`src/rtl/regfile_8x4.sv`:
```
// 8 x 4-bit register file: one synchronous write port, one combinational read
// port on the same address, synchronous bulk clear and asynchronous reset.
module regfile_8x4 #(
    parameter int DATA_WIDTH = 4,
    parameter int DEPTH      = 8,
    parameter int ADDR_WIDTH = 3
) (
    input  logic                  clk,
    input  logic                  rst_n,
    input  logic                  load,
    input  logic                  clr,
    input  logic [ADDR_WIDTH-1:0] addr,
    input  logic [DATA_WIDTH-1:0] din,
    output logic [DATA_WIDTH-1:0] q
);

    logic [DATA_WIDTH-1:0] mem [DEPTH];

    // clr wins over load, so a write issued on a clearing edge is dropped.
    always_ff @(posedge clk or negedge rst_n) begin
        if (!rst_n) begin
            for (int i = 0; i < DEPTH; i++) begin
                mem[i] <= '0;
            end
        end else if (clr) begin
            for (int i = 0; i < DEPTH; i++) begin
                mem[i] <= '0;
            end
        end else if (load) begin
            mem[addr] <= din;
        end
    end

    // Reads the stored entry only, so a pending write is not visible before its edge.
    assign q = mem[addr];

endmodule

```
`config.mk`:
```
export PLATFORM = sky130hd
export DESIGN_NAME = regfile_8x4
export DESIGN_NICKNAME = d
export VERILOG_FILES = /design/src/rtl/regfile_8x4.sv
export SDC_FILE = /design/constraint.sdc
export NUM_CORES = 1
export LEC_CHECK = 0
export CELL_PAD_IN_SITES_DETAIL_PLACEMENT = 1
export CELL_PAD_IN_SITES_GLOBAL_PLACEMENT = 1
export CORE_MARGIN = 4
export CORE_UTILIZATION = 46
export DETAILED_ROUTE_END_ITERATION = 10
export PLACE_DENSITY_LB_ADDON = 0.08
export SKIP_LAST_GASP = 1
export SLEW_MARGIN = 0
export SYNTH_ARGS = -nofsm -noshare
export SYNTH_HDL_FRONTEND = slang
export SYNTH_SLANG_ARGS = --single-unit
```
`constraint.sdc`:
```
create_clock -name clk -period 1.4 [get_ports clk]
set_clock_uncertainty 0.1 [all_clocks]
set_input_delay 0.14 -clock clk [delete_from_list [all_inputs] [get_ports clk]]
set_output_delay 0.14 -clock clk [all_outputs]
set_load 0.005 [all_outputs]
```
* Word-level counts from Yosys, hierarchy flattened *
Index checks and enable logic that the tools add are counted.

storage, ports and cells
  flip-flop bits (word level) = 32
  bits of input ports = 11

cells by class
  order comparisons = 2
  muxes and demuxes = 8
  bitwise operators = 1
  reductions and logical operators = 2

operators by type and width
  kind                  number
  $mux W32              2
  $bwmux W32            1
  $bmux W4 S3           1
  $demux W4 S3          1
  $mux W4               3
  $ge A4 B4 Y1 const B  1
  $lt A4 B1 Y1 const B  1
  $not A3 Y4            1
  $reduce_bool A2 Y1    1
  $logic_and A1 B1 Y1   1

* Depth between registers and ports, before layout *
  word-level depth = 8
  gate-level depth with buffers = 5
  depth with buffers taken out = 3

* Least setup slack after synthesis *
Ideal clock, no wire load.

  kind = input -> output
  from = in addr[2]
  to = out q[3]
  arrival time = 962 ps
  slack = 198 ps
  cell stages on the path = 4
  path through = buf_2 -> or4b_1 -> o21ai_0 -> or3_1

on the way
  longest elaborated chain between the ends = 4

RTL lines
  item                                        RTL line  text
  from (decl)                                 12        input logic [ADDR_WIDTH-1:0] addr,
  $not A3 Y4 (not written as such)            35        assign q = mem[addr];
  $bmux W4 S3                                 35
  $mux W4 (not written as such) (2 in a row)  35
  to (decl)                                   14        output logic [DATA_WIDTH-1:0] q

No other way between the ends. The select of a mux whose other input is x is not followed.

* Final worst setup path *
  from = reg mem[31] in the netlist's numbering
  to = out q[3]

on the way
  longest elaborated chain between the ends = 3

RTL lines
  item                                        RTL line  text
  from (decl)                                 17        logic [DATA_WIDTH-1:0] mem [DEPTH];
  from (signal, indexed assignment)           30        mem[addr] <= din;
  $bmux W4 S3                                 35
  $mux W4 (not written as such) (2 in a row)  35

No other way between the ends. The select of a mux whose other input is x is not followed.

==> Flow_metrics.wiki <==
{| class="wikitable"
! Metric !! Value
|-
| PnR worst setup slack || -253 ps
|-
| Remaining Overflow, GRT || 0
|-
| Worst EP required || 1160 ps
|-
| Type of the most critical hold path || in -> async
|-
| Latest clock arrival within the worst-skew pair || 280 ps
|-
| Initial antenna violation count || 0
|-
| Final non-filler cell area || 2250 sq um
|-
| Number of warnings printed during yosys synthesis || 0
|-
| Largest register by flop count || mem
|-
| Detailed-router iteration count before antenna repair || 4
|-
| Crit end category || output pin
|-
| Number of H-tree levels || 2
|-
| Floorplan die width || 69.7 microns
|-
| Worst Reg2Reg Path Length in Cells || 4
|-
| Status || complete, but fails checks
|-
| Total power density per cell area || 881 nW/um^2
|-
| Routability cong. || 0.720
|-
| Post-DR vias/cell || 5.48
|-
| Main flop type after synthesis || dfrtp_1
|-
| Achievable clock frequency || 605 MHz
|-
| Number of synthesized register bits || 32
|-
| Max reg flops || 32
|-
| Total Routing Usage GR || 21.6%
|-
| Number of cells produced by synthesis || between 150 and 200
|-
| Sinks on the clock net || 32
|-
| Kind of launch point of the worst setup path || flip-flop
|-
| Critical register-to-register path startpoint || mem[28]$_DFFE_PN0P_
|-
| Slew headroom || between 70% and 80%
|-
| Number of placed I/O pins || 15
|-
| Average cell area after synthesis || ~11 sq um
|-
| Net count of the mapped netlist || 164
|-
| Regs by FF count || mem (32)
|-
| Violated checks || setup timing
|-
| Setup repair after global routing missed its margin || yes
|-
| Number of global-route vias before repair || approximately 1500
|-
| Final hold vios || 0
|-
| CTS max path bufs || 2
|-
| FF-to-FF setup slack || 330 ps
|-
| Remaining DRCs || 0
|-
| Number of nets in the final layout || between 200 and 250
|-
| Ant diodes || 0
|-
| Proportion of layout cells with a drive suffix above 1 || 33.2%
|-
| Total length of routed wires || 4850 microns
|-
| Core region area || ~3700 sq um
|-
| Library cells used by synthesis || 31
|-
| Initial standard-cell utilization of the core || 47.8%
|-
| Total vias in the final route || 1320
|-
| Post-DR wirelength/cell || just over 20 microns
|-
| Number of nets with antenna violations after routing || 0
|-
| Overall Power || roughly 2000 uW
|-
| Number of clock buffers inserted by TritonCTS || 5
|-
| Max Cap Viol || 0
|-
| Worst-case hold slack || 129 ps
|-
| Worst setup path category || reg -> out
|-
| Worst-Margin Slew || 365 ps
|-
| Area of placed instances || 2070 sq um
|-
| Post-layout util || between 60% and 70%
|-
| Site Rows || 22
|-
| Area Growth Syn to Fin || 28.2%
|-
| Synth async-reset ratio || 100%
|-
| Die extent in y || between 60 and 70 microns
|-
| Post-detailed-placement half-perimeter wirelength || 3080 microns
|-
| Part of the Yosys area used for sequential elements || 45.7%
|-
| DR iter-0 viols || 57
|-
| CP cell instances || or4b_4, o21ai_2, or3_1, buf_2
|-
| CTS clk-pin slew, worst paths || around 70 ps
|-
| Critical Path AT || 1410 ps
|-
| Final number of max-transition violations || 0
|-
| Delay of the slowest cell on the worst path || 480 ps
|-
| Static leakage || 0.00115 uW
|-
| Slowest CP cell || or4b_4
|-
| Post-synth EDFFs || 0
|-
| VDD IR max || ~0.00064 V
|-
| Maximum fanout count along the critical path || 2
|-
| Count of final setup violators || 10
|-
| Endpoint of the most critical register-to-register path || mem[28]$_DFFE_PN0P_
|-
| First-pass GRT wire length || around 8000 microns
|-
| Synthesized cell area || 1750 sq um
|-
| Floorplan die area || 4860 sq um
|-
| Clock root buffer master || clkbuf_8
|-
| Largest net degree at the start of global routing || 33
|-
| CTS tree || built
|-
| Worst setup startpoint || mem[31]$_DFFE_PN0P_
|-
| Number of buffers inserted by port buffering || 14
|-
| Time the worst path needs with I/O delays and setup || 1650 ps
|-
| Worst-case setup slack after placement || -840 ps
|-
| Part of the cycle the worst path needs || 118%
|}
[final cells by class]
type,count,area (sq um)
Inverter,1,3.75
Sequential cell,32,801
Timing Repair Buffer,49,423
Multi-Input combinational cell,103,868
Fill cell,397,1420
Clock buffer,8,90.1
Tap cell,48,60.1
[kinds of logic after synthesis]
kind of cell / Yosys count / synth area share, %
multiplexers: 40 / 26.4
buffers and inverters: 18 / 5.93
flip-flops: 32 / 45.7
AND/OR/NAND/NOR: 56 / 19.5
AO/OA/AOI/OAI: 7 / 2.50
[layout by cell type, fill, tap and decap left out, types with 2 or more instances in the layout]
cell type         n
mux2i_1          35
dfrtp_1          32
nor2_1           31
buf_4            26
buf_6             7
clkbuf_8          6
buf_2             6
clkdlybuf4s50_1   6
mux4_2            4
nand2_1           4
or3_1             2
nand2_2           2
a21oi_1           2
nand3b_1          2
and4bb_1          2
nand4b_2          2
clkbuf_1          2
buf_12            2
[power by group]
part | total [uW] | leakage, uW | internal (uW) | switching [uW]
logic | 289 | 0.000659 | 140 | 150
clock network | 733 | 0.0000455 | 401 | 332
registers | 956 | 0.000443 | 944 | 12.0
total | 1980 | 0.00115 | 1480 | 494
[repair_timing]
action / CTS / global route
pin swaps: 9 / 4
gates resized for setup: 42 / 6
hold buffers: 0 / 0
setup buffers: 8 / 2
setup endpoints to repair: 36 / 11
[cells in the mapped netlist (all sizes together) (2+ instances only)]
| master | count | area share (%) |
|---|---|---|
| mux2i | 36 | 21 |
| dfrtp | 32 | 46 |
| nor2 | 32 | 6.9 |
| buf | 10 | 4.2 |
| clkbuf | 7 | 1.5 |
| nand2 | 6 | 1.3 |
| mux4 | 4 | 5.8 |
| and4bb | 3 | 2.1 |
| nand4b | 3 | 3.1 |
| a21oi | 2 | 0.57 |
| nand3b | 2 | 0.86 |
| o21ai | 2 | 0.57 |
| or3 | 2 | 0.71 |
[critical path, delay by kind of cell (launching register included)]
family | cells | cell delay (ps)
AOI/OAI and AO/OA | 1 | 60
buffers and inverters | 1 | 100
DFF | 1 | 380
and+or+nand+nor | 2 | 590
[how the worst max path moves through the flow]
stage               cells after the start   end
finish                                  4  q[3]
global route                            4  q[3]
detailed placement                      8  q[0]
floorplan                               4  q[3]
global placement                        7  q[0]
CTS                                     4  q[3]
[metrics by stage]
step | cells | TNS (ps)
3_3_place_gp | 224 | -20150
4_1_cts | 240 | -1020
3_5_place_dp | 224 | -22090
6_report | 241 | -1060
2_1_floorplan | 153 | 0
5_1_grt | 241 | -1640
[per-layer routing]
layer / GRT usage [%] / wire length [microns] / up-vias
li1: - / - / 611
met1: 27.1 / 2160 / 665
met2: 34.7 / 2330 / 29
met3: 5.65 / 198 / 15
met4: 9.79 / 160 / 0
met5: 0 / 0 / -
No activity file was read; power rests on OpenSTA's default activity.
